--- config.mk ---
export PLATFORM = sky130hd
export DESIGN_NAME = seg_scan_ctrl_flat
export DESIGN_NICKNAME = d
export VERILOG_FILES = /design/src/rtl/seg_scan_ctrl_pkg.sv /design/src/rtl/seg_scan_ctrl_if.sv /design/src/rtl/seg_scan_ctrl_decode.sv /design/src/rtl/seg_scan_ctrl.sv /design/src/flat_wrapper.sv
export SDC_FILE = /design/constraint.sdc
export NUM_CORES = 1
export LEC_CHECK = 0
export CAP_MARGIN = 20
export CORE_MARGIN = 8
export CORE_UTILIZATION = 50
export CTS_CLUSTER_DIAMETER = 40
export DETAILED_ROUTE_END_ITERATION = 7
export PLACE_DENSITY = 0.73
export SYNTH_ARGS = -nofsm -noshare
export SYNTH_HDL_FRONTEND = slang
export SYNTH_SLANG_ARGS = --single-unit
--- constraint.sdc ---
create_clock -name clk_i -period 4 [get_ports clk_i]
set_clock_uncertainty 0.2 [all_clocks]
set_input_delay 0.8 -clock clk_i [delete_from_list [all_inputs] [get_ports clk_i]]
set_output_delay 0.8 -clock clk_i [all_outputs]
set_load 0.02 [all_outputs]
--- src/rtl/seg_scan_ctrl_pkg.sv ---
// Shared types and glyph table for the 7-segment scan controller.
package seg_scan_ctrl_pkg;

    typedef enum logic [1:0] {
        ST_OFF   = 2'd0,
        ST_BLANK = 2'd1,
        ST_SHOW  = 2'd2
    } scan_state_e;

    // Segment order is {A,B,C,D,E,F,G}, bit 6 = A.
    localparam logic [6:0] GLYPH_0   = 7'h7E;
    localparam logic [6:0] GLYPH_1   = 7'h30;
    localparam logic [6:0] GLYPH_2   = 7'h6D;
    localparam logic [6:0] GLYPH_3   = 7'h79;
    localparam logic [6:0] GLYPH_4   = 7'h33;
    localparam logic [6:0] GLYPH_5   = 7'h5B;
    localparam logic [6:0] GLYPH_6   = 7'h5F;
    localparam logic [6:0] GLYPH_7   = 7'h70;
    localparam logic [6:0] GLYPH_8   = 7'h7F;
    localparam logic [6:0] GLYPH_9   = 7'h7B;
    localparam logic [6:0] GLYPH_A   = 7'h77;
    localparam logic [6:0] GLYPH_B   = 7'h1F;
    localparam logic [6:0] GLYPH_C   = 7'h4E;
    localparam logic [6:0] GLYPH_D   = 7'h3D;
    localparam logic [6:0] GLYPH_E   = 7'h4F;
    localparam logic [6:0] GLYPH_F   = 7'h47;
    localparam logic [6:0] SEG_BLANK = 7'h00;

endpackage

--- src/rtl/seg_scan_ctrl_if.sv ---
// Value-side controls and display-side pins of the scan controller.
interface seg_scan_ctrl_if #(
    parameter int DIGITS = 4
);
    logic                  enable;
    logic                  load;
    logic [4*DIGITS-1:0]   value;
    logic                  lzs;
    logic [DIGITS-1:0]     dig_sel;
    logic                  a;
    logic                  b;
    logic                  c;
    logic                  d;
    logic                  e;
    logic                  f;
    logic                  g;
    logic                  frame_done;

    modport master (
        output enable, load, value, lzs,
        input  dig_sel, a, b, c, d, e, f, g, frame_done
    );

    modport slave (
        input  enable, load, value, lzs,
        output dig_sel, a, b, c, d, e, f, g, frame_done
    );
endinterface

--- src/rtl/seg_scan_ctrl_decode.sv ---
// Hex nibble to 7-segment glyph lookup, purely combinational.
module hex_seg_decode
    import seg_scan_ctrl_pkg::*;
(
    input  logic [3:0] nib_i,
    output logic [6:0] seg_o
);

    // Table lookup; bit 3 of the nibble is the MSB.
    always_comb begin
        seg_o = SEG_BLANK;
        case (nib_i)
            4'h0:    seg_o = GLYPH_0;
            4'h1:    seg_o = GLYPH_1;
            4'h2:    seg_o = GLYPH_2;
            4'h3:    seg_o = GLYPH_3;
            4'h4:    seg_o = GLYPH_4;
            4'h5:    seg_o = GLYPH_5;
            4'h6:    seg_o = GLYPH_6;
            4'h7:    seg_o = GLYPH_7;
            4'h8:    seg_o = GLYPH_8;
            4'h9:    seg_o = GLYPH_9;
            4'hA:    seg_o = GLYPH_A;
            4'hB:    seg_o = GLYPH_B;
            4'hC:    seg_o = GLYPH_C;
            4'hD:    seg_o = GLYPH_D;
            4'hE:    seg_o = GLYPH_E;
            4'hF:    seg_o = GLYPH_F;
            default: seg_o = SEG_BLANK;
        endcase
    end

endmodule

--- src/rtl/seg_scan_ctrl.sv ---
// Time-multiplexed 7-segment scan controller with dead-time blanking.
//
//  state  | meaning
//  -------+---------------------------------------------------------
//  OFF    | scanning stopped, selects and segments dark
//  BLANK  | dead time between digits, everything dark for DEAD cycles
//  SHOW   | digit `index` lit with its glyph for DWELL cycles
module seg_scan_ctrl
    import seg_scan_ctrl_pkg::*;
#(
    parameter int DIGITS = 4,
    parameter int DWELL  = 50000,
    parameter int DEAD   = 16
) (
    input  logic            clk_i,
    input  logic            rst_i,
    seg_scan_ctrl_if.slave  bus
);

    localparam int IW   = (DIGITS > 1) ? $clog2(DIGITS) : 1;
    localparam int CMAX = (DWELL > DEAD) ? DWELL : DEAD;
    localparam int CW   = (CMAX > 1) ? $clog2(CMAX) : 1;

    localparam logic [IW-1:0] LAST_IDX = IW'(DIGITS - 1);
    localparam logic [CW-1:0] DWELL_TC = CW'(DWELL - 1);
    localparam logic [CW-1:0] DEAD_TC  = CW'(DEAD - 1);

    scan_state_e           state_q, state_d;
    logic [CW-1:0]         cnt_q, cnt_d;
    logic [IW-1:0]         index_q, index_d;
    logic [4*DIGITS-1:0]   shadow_q, shadow_d;
    logic [4*DIGITS-1:0]   display_q, display_d;
    logic                  pending_q, pending_d;
    logic [DIGITS-1:0]     dig_sel_q, dig_sel_d;
    logic [6:0]            seg_q, seg_d;
    logic                  frame_done_q, frame_done_d;

    logic                  wrap;
    logic                  start;
    logic [3:0]            nib_sel;
    logic                  sup;
    logic [6:0]            dec_seg;

    hex_seg_decode u_dec (
        .nib_i (nib_sel),
        .seg_o (dec_seg)
    );

    // FSM state, phase counter and digit index registers.
    always_ff @(posedge clk_i or posedge rst_i) begin
        if (rst_i) begin
            state_q <= ST_OFF;
            cnt_q   <= '0;
            index_q <= '0;
        end else begin
            state_q <= state_d;
            cnt_q   <= cnt_d;
            index_q <= index_d;
        end
    end

    // Next-state: dead time, dwell, digit advance and frame wrap.
    always_comb begin
        state_d = state_q;
        cnt_d   = cnt_q;
        index_d = index_q;
        wrap    = 1'b0;
        start   = 1'b0;
        if (!bus.enable) begin
            state_d = ST_OFF;
            cnt_d   = '0;
            index_d = '0;
        end else begin
            case (state_q)
                ST_OFF: begin
                    state_d = ST_BLANK;
                    cnt_d   = '0;
                    index_d = '0;
                    start   = 1'b1;
                end
                ST_BLANK: begin
                    if (cnt_q == DEAD_TC) begin
                        state_d = ST_SHOW;
                        cnt_d   = '0;
                    end else begin
                        cnt_d = cnt_q + 1'b1;
                    end
                end
                ST_SHOW: begin
                    if (cnt_q == DWELL_TC) begin
                        state_d = ST_BLANK;
                        cnt_d   = '0;
                        if (index_q == LAST_IDX) begin
                            index_d = '0;
                            wrap    = 1'b1;
                        end else begin
                            index_d = index_q + 1'b1;
                        end
                    end else begin
                        cnt_d = cnt_q + 1'b1;
                    end
                end
                default: begin
                    state_d = ST_OFF;
                    cnt_d   = '0;
                    index_d = '0;
                end
            endcase
        end
    end

    // Pick the current digit's nibble and decide leading-zero suppression.
    always_comb begin
        nib_sel = 4'h0;
        sup     = 1'b0;
        for (int i = 0; i < DIGITS; i++) begin
            if (index_q == IW'(i)) begin
                nib_sel = display_q[4*i +: 4];
                sup     = (i != 0) && ((display_q >> (4*i)) == '0);
            end
        end
    end

    // Outputs computed from the next state so selects and segments switch together.
    always_comb begin
        dig_sel_d    = '0;
        seg_d        = SEG_BLANK;
        frame_done_d = wrap;
        if (state_d == ST_SHOW) begin
            dig_sel_d = DIGITS'(1) << index_q;
            seg_d     = (bus.lzs && sup) ? SEG_BLANK : dec_seg;
        end
    end

    // Registered display pins.
    always_ff @(posedge clk_i or posedge rst_i) begin
        if (rst_i) begin
            dig_sel_q    <= '0;
            seg_q        <= SEG_BLANK;
            frame_done_q <= 1'b0;
        end else begin
            dig_sel_q    <= dig_sel_d;
            seg_q        <= seg_d;
            frame_done_q <= frame_done_d;
        end
    end

    // Shadow capture on Load; display only refreshes at frame boundaries or scan start.
    always_comb begin
        shadow_d  = shadow_q;
        display_d = display_q;
        pending_d = pending_q;
        if ((wrap || start) && pending_q) begin
            display_d = shadow_q;
            pending_d = 1'b0;
        end
        if (bus.load) begin
            shadow_d  = bus.value;
            pending_d = 1'b1;
        end
    end

    // Value storage registers.
    always_ff @(posedge clk_i or posedge rst_i) begin
        if (rst_i) begin
            shadow_q  <= '0;
            display_q <= '0;
            pending_q <= 1'b0;
        end else begin
            shadow_q  <= shadow_d;
            display_q <= display_d;
            pending_q <= pending_d;
        end
    end

    assign bus.dig_sel    = dig_sel_q;
    assign bus.a          = seg_q[6];
    assign bus.b          = seg_q[5];
    assign bus.c          = seg_q[4];
    assign bus.d          = seg_q[3];
    assign bus.e          = seg_q[2];
    assign bus.f          = seg_q[1];
    assign bus.g          = seg_q[0];
    assign bus.frame_done = frame_done_q;

endmodule

--- src/flat_wrapper.sv ---
// flat-port wrapper written by rule: the top's interface ports become plain ports
module seg_scan_ctrl_flat import seg_scan_ctrl_pkg::*;
#(
    parameter int DIGITS = 4,
    parameter int DWELL  = 50000,
    parameter int DEAD   = 16
)
  (clk_i, rst_i, bus_enable, bus_load, bus_value, bus_lzs, bus_dig_sel, bus_a, bus_b, bus_c, bus_d, bus_e, bus_f, bus_g, bus_frame_done);
  seg_scan_ctrl_if #(.DIGITS(DIGITS)) bus_i ();
  input  logic clk_i;
  input  logic rst_i;
  input wire logic [$bits(bus_i.enable)-1:0] bus_enable;
  input wire logic [$bits(bus_i.load)-1:0] bus_load;
  input wire logic [$bits(bus_i.value)-1:0] bus_value;
  input wire logic [$bits(bus_i.lzs)-1:0] bus_lzs;
  output wire logic [$bits(bus_i.dig_sel)-1:0] bus_dig_sel;
  output wire logic [$bits(bus_i.a)-1:0] bus_a;
  output wire logic [$bits(bus_i.b)-1:0] bus_b;
  output wire logic [$bits(bus_i.c)-1:0] bus_c;
  output wire logic [$bits(bus_i.d)-1:0] bus_d;
  output wire logic [$bits(bus_i.e)-1:0] bus_e;
  output wire logic [$bits(bus_i.f)-1:0] bus_f;
  output wire logic [$bits(bus_i.g)-1:0] bus_g;
  output wire logic [$bits(bus_i.frame_done)-1:0] bus_frame_done;
  assign bus_i.enable = bus_enable;
  assign bus_i.load = bus_load;
  assign bus_i.value = bus_value;
  assign bus_i.lzs = bus_lzs;
  assign bus_dig_sel = bus_i.dig_sel;
  assign bus_a = bus_i.a;
  assign bus_b = bus_i.b;
  assign bus_c = bus_i.c;
  assign bus_d = bus_i.d;
  assign bus_e = bus_i.e;
  assign bus_f = bus_i.f;
  assign bus_g = bus_i.g;
  assign bus_frame_done = bus_i.frame_done;
  seg_scan_ctrl #(.DIGITS(DIGITS), .DWELL(DWELL), .DEAD(DEAD)) u_core (.clk_i(clk_i), .rst_i(rst_i), .bus(bus_i));
endmodule
# Word-level counts from Yosys, hierarchy flattened
# Memory sizes are Yosys's and may differ from the RTL's.
# Cells that the tools add are included.
# W data, S select, Z words.
[totals] register_bits=65 romBits=112 input_bits=21 output_inout_bits=12 word_cells=63 mem_count=1
[classes] addsub=2 n_eq_ne=10 shift=1 n_mux=30 n_reduce_logical=10
[mem_list] memory="(name not given)" words=16 width=7 rd=1 rd_ports_with_merged_regs=0 wr=0 line="seg_scan_ctrl_decode.sv:12" rtl="case (nib_i)"
[ops] cell="$logic_not A16 Y1" count=3
[ops] cell="$mux W16" count=3
[ops] cell="$pmux W16 S2" count=1
[ops] cell="$mux W4" count=5
[ops] cell="$add A16 B1 Y16 const B" count=1
[ops] cell="$eq A16 B16 Y1 const B" count=1
[ops] cell="$eq A16 B4 Y1 const B" count=1
[ops] cell="$mux W7" count=2
[ops] cell="$mux W2" count=6
[ops] cell="$mux W1" count=11
[ops] cell="$eq A2 B2 Y1 const B" count=4
[ops] cell="$pmux W2 S3" count=1
[ops] cell="$eq A2 B1 Y1 const B" count=2
[ops] cell="$logic_not A2 Y1" count=2
[ops] cell="$pmux W2 S2" count=1
[ops] cell="$shl A1 B2 Y4 const A" count=1
[ops] cell="$ne A3 B2 Y1 const B" count=1
[ops] cell="$add A2 B1 Y2 const B" count=1
[ops] cell="$logic_and A1 B1 Y1" count=2
[ops] cell="$ne A2 B2 Y1 const B" count=1
[ops] cell="$reduce_and A2 Y1" count=1
[ops] cell="$reduce_bool A2 Y1" count=1
[ops] cell="$logic_or A1 B1 Y1" count=1

# Depth between registers and ports, before layout
[logic_depth] word_depth=9 mapped_depth=11 ltp_nobuf=10

# Hierarchy
# Synthesis repeated with hierarchy kept, for this count alone.
[hier_totals] cells_unflattened=287 hier_area_um2=3345.7
[modules_own_cells] module="seg_scan_ctrl" instances=1 cells_each=254 area_each_um2=3055.4 seq_area_each_um2=1626.6
[modules_own_cells] module="hex_seg_decode" instances=1 cells_each=33 area_each_um2=290.3 seq_area_each_um2=0.0

# Worst setup path after synthesis
# OpenSTA, ideal clock, no wires.
[synth_timing] path_kind="flip-flop to flip-flop" start="register u_core.index_q[0]" end="register u_core.seg_q[1]" setup_ps=132 arrival_ps=2156 required_time_ps=3668 path_slack_ps=1511 path_stages_with_launch=11 path_buffers=1 synth_period_minus_slack_ps=2489 cell_sequence="dfrtp_1 > inv_1 > ha_1 > clkbuf_1 > a21oi_1 > a221o_1 > and2_1 > ha_1 > or3_1 > a21oi_1 > nor4_1"
[synth_between] elab_chain_cells=8 word_cells_on_any_way=15 cone_classes="3 x eq/ne; 9 x mux; 2 x reduce/logical; 1 x memory"
[synth_rtl] item="start: declaration" line="seg_scan_ctrl.sv:30" rtl="logic [IW-1:0] index_q, index_d;"
[synth_rtl] item="start signal: assignment" line="seg_scan_ctrl.sv:58" rtl="index_q <= index_d;"
[synth_rtl] item="$logic_not A2 Y1" line="seg_scan_ctrl.sv:117" rtl="if (index_q == IW'(i)) begin"
[synth_rtl] item="$mux W4 (4 in a row)" line="seg_scan_ctrl.sv:117"
[synth_rtl] item="$mem_v2 Z16 W7"
[synth_rtl] item="$mux W7 (*)" line="seg_scan_ctrl.sv:131" rtl="seg_d = (bus.lzs && sup) ? SEG_BLANK : dec_seg;"
[synth_rtl] item="$mux W7 (*)" line="seg_scan_ctrl.sv:129" rtl="if (state_d == ST_SHOW) begin"
[synth_rtl] item="via u_core.seg_d[1]" line="seg_scan_ctrl.sv:35" rtl="logic [6:0] seg_q, seg_d;"
[synth_rtl] item="end signal: assignment" line="seg_scan_ctrl.sv:143" rtl="seg_q <= seg_d;"
[synth_rtl] item="end: declaration" line="seg_scan_ctrl.sv:35"
# Mark *: on every way through the listed nets, which the timed path passes. The rest lies on a longest branch.
# A chain may end at the register's enable or synchronous reset.

# Worst setup path after layout
# Ends and elaborated chain as after synthesis.

==> out/results.md <==
## Floorplanning
- Die Height: 97.9 um
- die area: 9580 sq um
- initial cell density of the core: 0.504
- top-level I/O count: 33
- cell row count: 30
- area of the core: 6640 sq um
- Die Span X: 97.9 um

## Clocking
- Root Driver: sky130_fd_sc_hd__clkbuf_8
- Inserted Clock Buffers: 9
- Clock H-tree levels: 3
- maximum clock path buffer count: 2
- sinks on the clock net: 65
- source-to-sink clock delay at the later pin of the worst-skew pair: 340 ps
- clock transition at the register clock pins on the worst setup and hold paths after CTS: 80 ps
- Hold Buf Count CTS: 0
- post-cts resize count: 0
- Post-CTS Setup Repair Bufs: 0
- clock tree from TritonCTS: built

## Flow run
- max-cap check violation count: 0

## Critical path
- logic depth of the worst path, buffers included: 9
- required time of the worst setup path: 4020 ps
- highest fanout seen on the critical path: 10
- worst reg2reg startpoint: u_core.index_q[0]
- dominant delay contributor by cell family on the critical path: simple AND/OR/NAND/NOR gates
- biggest cell delay along the critical path: 420 ps
- slack of the worst reg-to-reg path: 1330 ps
- Critical Path Sink Type: flip-flop
- cell type of the slowest stage on the worst timing path: sky130_fd_sc_hd__dfrtp_1
- worst-case reg-to-reg path depth: 9
- termination of the worst setup path: u_core.seg_q[1]
- worst setup path class: reg2reg
- Worst Setup Start Kind: flip-flop
- launching element of the worst setup path: u_core.index_q[0]
- arrival time of data at the critical path endpoint: 2680 ps
- worst path buffer plus inverter count: 1
- worst-path cell chain: inv_1, ha_1, a21oi_1, a221o_1, and2_1, ha_1, or3_1, a21oi_1, nor4_1
- Reg-to-Reg End: u_core.seg_q[1]

## Synthesis
- cell types occupying the most area after synthesis: sky130_fd_sc_hd__dfrtp_1 49%, sky130_fd_sc_hd__mux2_2 7.4%, sky130_fd_sc_hd__ha_1 5.6%, sky130_fd_sc_hd__mux2_4 4.0%, sky130_fd_sc_hd__nand2_1 2.5%
- Yosys reg bits: 65
- synth unique cells: 50
- synthesized netlist cell count: 305
- nets in the synthesized netlist: 341
- most used standard cell by instance count after synthesis: sky130_fd_sc_hd__dfrtp_1
- cell type with the largest total area after synthesis: sky130_fd_sc_hd__dfrtp_1
- sequential-to-total area share from yosys stat: 0.485
- ranking of synthesized cells by instance count: 65 x sky130_fd_sc_hd__dfrtp_1, 22 x sky130_fd_sc_hd__mux2_2, 22 x sky130_fd_sc_hd__nand2_1
- Post-synth top flop: sky130_fd_sc_hd__dfrtp_1
- netlist area before placement: 3350 sq um
- number of enable-type register cells in the synthesized netlist: 0
- synth warn: 0
- ys async rst share: 1.00
- mean post-synth cell area: 11.0 sq um
- fraction of post-synthesis cell area in the top cell type by area: 0.485

## Final layout
- antenna cells: 0
- number of non-filler instances in the completed layout: 424
- Final Core Density: 0.592
- layout-stage area growth over the synthesis result: 17.4%
- post-layout net count: 375
- share of layout cells above drive strength 1: 0.177

## Timing
- actual slew at the worst max-slew pin: 805 ps
- setup tns final: 0 ps
- hold violation count in the final report: 0
- final critical-path required period: 2670 ps
- ratio of final minimum period to clock period: 0.667
- Slew HR: 0.462
- final setup margin: 1330 ps
- Final setup violation count: 0
- unrepaired setup endpoints after global routing: no
- upper clock frequency limit: 375 MHz
- Final Slew Violations: 0
- final worst hold slack: 284 ps

## Global routing
- pin count of the biggest net entering global routing: 42
- remaining global-route overflow: 0
- GRT Overall Usage: 0.143
- number of antenna violations at the first check in global routing: 0
- global-route wire length before repair: 11,200 um
- number of global-route vias before repair: 2,408

## Detailed routing
- final WL: 6380 um
- number of DRC violations after detailed routing: 0
- average wire length per cell after detail routing: 15.1 um
- Routed Antenna Nets: 0
- number of vias per cell after detailed routing: 5.50
- vias: 2,330
- number of iterations in the first detailed-routing pass: 4
- DRC marker count from the first detailed-route iteration: 113

## Power and ir drop
- total leakage power: 1.70 nW
- worst vdd rail ir drop: 373 uV
- cell area power density: 429 nW/um^2

## Place
- global placement routability congestion: 0.872
- Setup Slack @ Placement: 1230 ps
- HPWL reported at the end of detailed placement: 4800 um
- cell total after placement: 408
- Port Buf Inserts: 32

## Outcome
- result of the run: finished, final reports clean

## Hold path
- worst min path class: reg2reg

## how the worst min path moves through the flow
stage | depth (start not counted) | start | endpoint | slack (ps)
3_3_place_gp | 1 | u_core.cnt_q[0] | u_core.cnt_q[0] | 270
3_5_place_dp | 1 | u_core.cnt_q[0] | u_core.cnt_q[0] | 270
2_1_floorplan | 1 | u_core.cnt_q[0] | u_core.cnt_q[0] | 250
4_1_cts | 1 | u_core.cnt_q[0] | u_core.cnt_q[0] | 280
5_1_grt | 1 | u_core.shadow_q[1] | u_core.display_q[1] | 330
6_report | 1 | u_core.cnt_q[0] | u_core.cnt_q[0] | 280
## flip-flops by register name (all words and copies together), names as in the netlist
register               cells
u_core.bus.dig_sel         4
u_core.bus.frame_done      1
u_core.cnt_q              16
u_core.display_q          16
u_core.index_q             2
u_core.pending_q           1
u_core.seg_q               7
u_core.shadow_q           16
u_core.state_q             2
## cell families (layout without fill, tap and decap cells)
| group | Yosys count | after routing | share of synthesized area |
|---|---|---|---|
| AOI/OAI and AO/OA | 46 | 46 | 0.0941 |
| xor gates and xnor gates | 14 | 14 | 0.0366 |
| adders and majority gates | 15 | 15 | 0.0560 |
| buffers and inverters | 22 | 61 | 0.0329 |
| DFF | 65 | 65 | 0.485 |
| muxes | 31 | 31 | 0.114 |
| and+or+nand+nor | 112 | 112 | 0.181 |
## worst register-to-register path, stage by stage (launching register included)
cell                      delay (ps)
sky130_fd_sc_hd__dfrtp_1         420
sky130_fd_sc_hd__inv_1           120
sky130_fd_sc_hd__ha_1            360
sky130_fd_sc_hd__a21oi_1          80
sky130_fd_sc_hd__a221o_1         360
sky130_fd_sc_hd__and2_1          200
sky130_fd_sc_hd__ha_1            210
sky130_fd_sc_hd__or3_1           370
sky130_fd_sc_hd__a21oi_1         170
sky130_fd_sc_hd__nor4_1           70
## report_power, final
part / total (mW) / internal (mW) / switching, mW
Combinational: 0.305 / 0.158 / 0.147
Sequential: 0.774 / 0.722 / 0.0524
Clock: 0.608 / 0.350 / 0.258
Total: 1.69 / 1.23 / 0.457
## cells in the final DEF (no fill, tap or decap), drive strengths merged, types with 3 or more instances in the layout
cell and n:
a211oi 5, nor2b 4, or2 3, dfrtp 65, mux2 31, nand3b 4
xnor2 7, ha 15, a21oi 13, and3 13, nand2 22, o21ai 8
nand3 15, nor2 21, xor2 7, nor4 11, clkinv 4, or3 3
inv 12, clkdlybuf4s50 32, clkbuf 9, and2 4, nor3 8
## layer usage
layer / vias up / share of wire / GRT usage / routed length (um)
met1: 1112 / 0.48 / 0.183 / 3090
met3: 12 / 0.042 / 0.0377 / 266
met4: 0 / 0.014 / 0.0624 / 91
met2: 45 / 0.46 / 0.221 / 2940
li1: 1161 / - / - / -
met5: - / 0 / 0 / 0
## through the flow
stage,area (sq um),power (mW)
2_1_floorplan,3350,1.01
6_report,3930,1.69
5_1_grt,3930,1.77
3_5_place_dp,3710,1.09
4_1_cts,3930,1.70
3_3_place_gp,3710,1.09
## cell type report
cell class                      instances  area [sq um]
Clock buffer                            9           124
Clock inverter                          7          95.1
Fill cell                             563          2710
Inverter                               12          45.0
Multi-Input combinational cell        218          1610
Sequential cell                        65          1630
Tap cell                               80           100
Timing Repair Buffer                   33           328
Power figures use the tool's default switching activity.
==> RTL change 1, RTL diff (same flow settings) <==
`DIGITS` is set to 4 in 3 places; all go to 8.
--- a/src/rtl/seg_scan_ctrl_if.sv
+++ b/src/rtl/seg_scan_ctrl_if.sv
@@ -1,6 +1,6 @@
 // Value-side controls and display-side pins of the scan controller.
 interface seg_scan_ctrl_if #(
-    parameter int DIGITS = 4
+    parameter int DIGITS = 8
 );
     logic                  enable;
     logic                  load;
--- a/src/rtl/seg_scan_ctrl.sv
+++ b/src/rtl/seg_scan_ctrl.sv
@@ -8,7 +8,7 @@
 module seg_scan_ctrl
     import seg_scan_ctrl_pkg::*;
 #(
-    parameter int DIGITS = 4,
+    parameter int DIGITS = 8,
     parameter int DWELL  = 50000,
     parameter int DEAD   = 16
 ) (
--- a/src/flat_wrapper.sv
+++ b/src/flat_wrapper.sv
@@ -1,7 +1,7 @@
 // flat-port wrapper written by rule: the top's interface ports become plain ports
 module seg_scan_ctrl_flat import seg_scan_ctrl_pkg::*;
 #(
-    parameter int DIGITS = 4,
+    parameter int DIGITS = 8,
     parameter int DWELL  = 50000,
     parameter int DEAD   = 16
 )
Interface: changed (resized bus_dig_sel and bus_value); port bits go from 33 to 53. No check against the original RTL was run, so the function may have changed too.
==> RTL change 1 against the original RTL <==
Count of clock-buffer cells in the layout rose by 3. Sequential cell count rose by 37. Die area rose by 38%. Worst setup slack got worse by 0.69 ns. Design area rose by 46%. Clock power fell by 3%. Sequential power rose by 61%. Total power rose by 32%. Routed wire length rose by 54%. Area after synthesis rose by 47%. Critical path type unchanged. Critical endpoint unchanged.
==> RTL change 1: results (changes against the original RTL) <==
<table>
<tr><th>Metric</th><th>Value</th></tr>
<tr><th colspan="2">GRT</th></tr>
<tr><td>Number of global-route vias before repair</td><td>3433 (+43%)</td></tr>
<tr><td>Overall global routing resource usage</td><td>0.158 (+0.0155)</td></tr>
<tr><td>Largest net degree at the start of global routing</td><td>54 (+29%)</td></tr>
<tr><td>Wire length of the first global-routing pass</td><td>16700 um (+49%)</td></tr>
<tr><th colspan="2">Cells and area</th></tr>
<tr><td>Total Nets Final</td><td>513 (+37%)</td></tr>
<tr><td>Registers with the most flip-flops</td><td>u_core.display_q (32), u_core.shadow_q (32), u_core.cnt_q (16)</td></tr>
<tr><td>Multi-input gate share of the layout cell area</td><td>0.384 (-0.0265)</td></tr>
<tr><th colspan="2">Setup path</th></tr>
<tr><td>Depth of the worst register-to-register path</td><td>11 (+2)</td></tr>
<tr><td>Largest fanout of any net on the critical path</td><td>18 (+8)</td></tr>
<tr><td>Signal arrival time at the worst endpoint</td><td>3.43 ns (+0.75 ns)</td></tr>
<tr><th colspan="2">Placed design</th></tr>
<tr><td>Placed standard-cell area</td><td>5550 um^2 (+49%)</td></tr>
<tr><td>Estimated wirelength of the detail-placed design</td><td>7310 um (+52%)</td></tr>
<tr><td>Number of cells after detailed placement</td><td>581 (+42%)</td></tr>
<tr><th colspan="2">Route</th></tr>
<tr><td>Met1 WL</td><td>4280 um (+39%)</td></tr>
<tr><td>Iter 0 DRT Violations</td><td>125 (+11%)</td></tr>
<tr><td>WL final</td><td>9830 um (+54%)</td></tr>
<tr><td>Vias after detailed routing</td><td>3276 (+41%)</td></tr>
<tr><th colspan="2">Power</th></tr>
<tr><td>Reported leakage power</td><td>0.00246 uW (+45%)</td></tr>
<tr><td>Sw Share</td><td>0.277 (+0.00544)</td></tr>
<tr><th colspan="2">Yosys</th></tr>
<tr><td>Ranking of synthesized cells by instance count</td><td>dfrtp_1 (102), mux2_2 (64), nor2_1 (27)</td></tr>
<tr><td>Largest cells by area after synthesis</td><td>dfrtp_1 (52%), mux2_2 (15%), ha_1 (4.3%), nor2_1 (2.1%), and3_1 (1.8%)</td></tr>
<tr><th colspan="2">Clocking</th></tr>
<tr><td>Clock latency on the worst-skew pair</td><td>0.36 ns (+0.02 ns)</td></tr>
<tr><td>Clock-pin slew on the worst setup and hold paths</td><td>0.10 ns (+0.02 ns)</td></tr>
<tr><th colspan="2">Outcome</th></tr>
<tr><td>Status</td><td>finished clean</td></tr>
<tr><th colspan="2">Timing</th></tr>
<tr><td>Normalized max-slew margin</td><td>0.575 (+0.113)</td></tr>
</table>
-- RTL change 1: routing by layer --
layer	GRT usage	vias to the layer above
met3	0.0394	11
li1	-	1556
met4	0.0359	0
met2	0.269	79
met5	0	-
met1	0.199	1630
-- RTL change 1: logic make-up after synthesis --
family	share of synthesized area
AOI/OAI and AO/OA	0.0950
xor gates and xnor gates	0.0268
adders and majority gates	0.0433
buffers and inverters	0.0326
DFF	0.520
muxes	0.155
and+or+nand+nor	0.127
-- RTL change 1: worst register-to-register path: stages, from the launching register on --
cell      delay, ns
dfrtp_1        0.58
inv_1          0.24
ha_1           0.47
nor2_1         0.10
a221oi_1       0.27
nand2_1        0.08
a31oi_1        0.39
inv_1          0.18
ha_1           0.28
o21ai_0        0.13
o21ai_0        0.13
a211oi_1       0.23
-- RTL change 1: power by group through the flow --
stage	Clock [uW]	Sequential [uW]	Combinational [uW]
floorplan	0	1230	305
global placement	0	1270	377
detailed placement	0	1270	394
CTS	608	1250	396
global route	649	1270	439
finish	589	1250	392
==> RTL change 2, RTL diff (config.mk and constraints unchanged) <==
Made on the original files. Re-encode `scan_state_e` (3 states) as one-hot, 3 bits wide.
--- a/src/rtl/seg_scan_ctrl_pkg.sv
+++ b/src/rtl/seg_scan_ctrl_pkg.sv
@@ -1,10 +1,10 @@
 // Shared types and glyph table for the 7-segment scan controller.
 package seg_scan_ctrl_pkg;
 
-    typedef enum logic [1:0] {
-        ST_OFF   = 2'd0,
-        ST_BLANK = 2'd1,
-        ST_SHOW  = 2'd2
+    typedef enum logic [2:0] {
+        ST_OFF   = 3'b001,
+        ST_BLANK = 3'b010,
+        ST_SHOW  = 3'b100
     } scan_state_e;
 
     // Segment order is {A,B,C,D,E,F,G}, bit 6 = A.
Check against the original RTL: same outputs for any inputs over 10 cycles, from zero or initial values and one cycle with rst_i high; not proved beyond that.
==> RTL change 2 against the original RTL <==
Worst setup slack got worse by 0.35 ns. Fmax down 12%. Critical path type unchanged. Count of clock-buffer cells in the layout is 1 higher. Total power grew 12%. Design area down 3.0%. Area after synthesis fell by 4.3%. Final cell count down 6.4%. Die area down 3.6%. Sequential cell count increased by 1. Routed wire length fell by 1.4%.
==> RTL change 2: results (changes against the original RTL) <==
<table>
<tr><th>Metric</th><th>Value</th></tr>
<tr><th colspan="2">Yosys</th></tr>
<tr><td>Register area share after synthesis</td><td>0.515 (+0.0300)</td></tr>
<tr><td>Multiplexer share of the synthesized area</td><td>0.125 (+0.0106)</td></tr>
<tr><td>Mapped Avg Cell Area</td><td>11.6 um^2 (+5.4%)</td></tr>
<tr><td>Post-synth cell types</td><td>52 (+4.0%)</td></tr>
<tr><td>Synth Net Count</td><td>309 (-9.4%)</td></tr>
<tr><th colspan="2">Timing</th></tr>
<tr><td>F_max</td><td>332 MHz (-12%)</td></tr>
<tr><td>Worst-case hold slack</td><td>0.273 ns (-0.0111 ns)</td></tr>
<tr><td>Worst Max-Slew Pin Slew</td><td>0.823 ns (+0.0175 ns)</td></tr>
<tr><th colspan="2">Cells and area</th></tr>
<tr><td>Layout cell share with drive strength beyond 1</td><td>0.153 (-0.0242)</td></tr>
<tr><td>Number of combinational gates with multiple inputs</td><td>190 (-13%)</td></tr>
<tr><td>Filler Cells Inserted</td><td>539 (-4.3%)</td></tr>
<tr><td>Non-clock buffer count in the final layout</td><td>34 (+3.0%)</td></tr>
<tr><th colspan="2">Placed design</th></tr>
<tr><td>Estimated wirelength of the detail-placed design</td><td>4550 um (-5.3%)</td></tr>
<tr><td>Placer congestion estimate</td><td>0.825 (-5.3%)</td></tr>
<tr><th colspan="2">Route</th></tr>
<tr><td>WL final</td><td>6300 um (-1.4%)</td></tr>
<tr><td>Met2 wire length</td><td>2780 um (-5.4%)</td></tr>
<tr><td>Vias after detailed routing</td><td>2224 (-4.5%)</td></tr>
<tr><th colspan="2">Setup path</th></tr>
<tr><td>Register-to-register path setup slack</td><td>0.98 ns (-0.35 ns)</td></tr>
<tr><td>Family of cells with the greatest summed delay on the critical path</td><td>compound AO/OA/AOI/OAI gates</td></tr>
<tr><td>Largest stage delay, worst path</td><td>0.73 ns (+0.31 ns)</td></tr>
<tr><td>Setup crit start</td><td>u_core.index_q[1]</td></tr>
<tr><th colspan="2">Power</th></tr>
<tr><td>Worst voltage drop across the vdd grid</td><td>0.381 mV (+2.1%)</td></tr>
<tr><th colspan="2">Outcome</th></tr>
<tr><td>Status</td><td>finished clean</td></tr>
<tr><th colspan="2">GRT</th></tr>
<tr><td>Global-route met2 utilization</td><td>0.216 (-0.00509)</td></tr>
<tr><td>Met3 GRT Util</td><td>0.0367 (-0.00103)</td></tr>
</table>
RTL change 2: per-stage QoR:
stage | setup slack (ns) | util | instances
final | 0.984 | 0.608 | 397
after global routing | 0.713 | 0.608 | 397
after CTS | 1.03 | 0.608 | 397
after detailed placement | 1.07 | 0.574 | 381
after global placement | 1.21 | 0.574 | 381
after floorplan | 1.32 | - | 277
RTL change 2: power by group:
| group | switching (uW) | internal, uW | leakage [uW] | total [uW] |
|---|---|---|---|---|
| clock | 275 | 312 | 0.000105 | 587 |
| sequential | 88.6 | 776 | 0.000842 | 865 |
| combinational | 232 | 201 | 0.000677 | 432 |
| total | 595 | 1290 | 0.00162 | 1880 |
RTL change 2: worst max-delay path by stage:
stage                                 end  slack (ns)  cells after the start
final                     u_core.seg_q[3]        0.98                     10
after global routing      u_core.seg_q[3]        0.71                     10
after CTS                 u_core.seg_q[3]        1.03                     10
after detailed placement  u_core.seg_q[3]        1.07                     10
after global placement    u_core.seg_q[3]        1.21                      8
after floorplan           u_core.seg_q[3]        1.32                      9
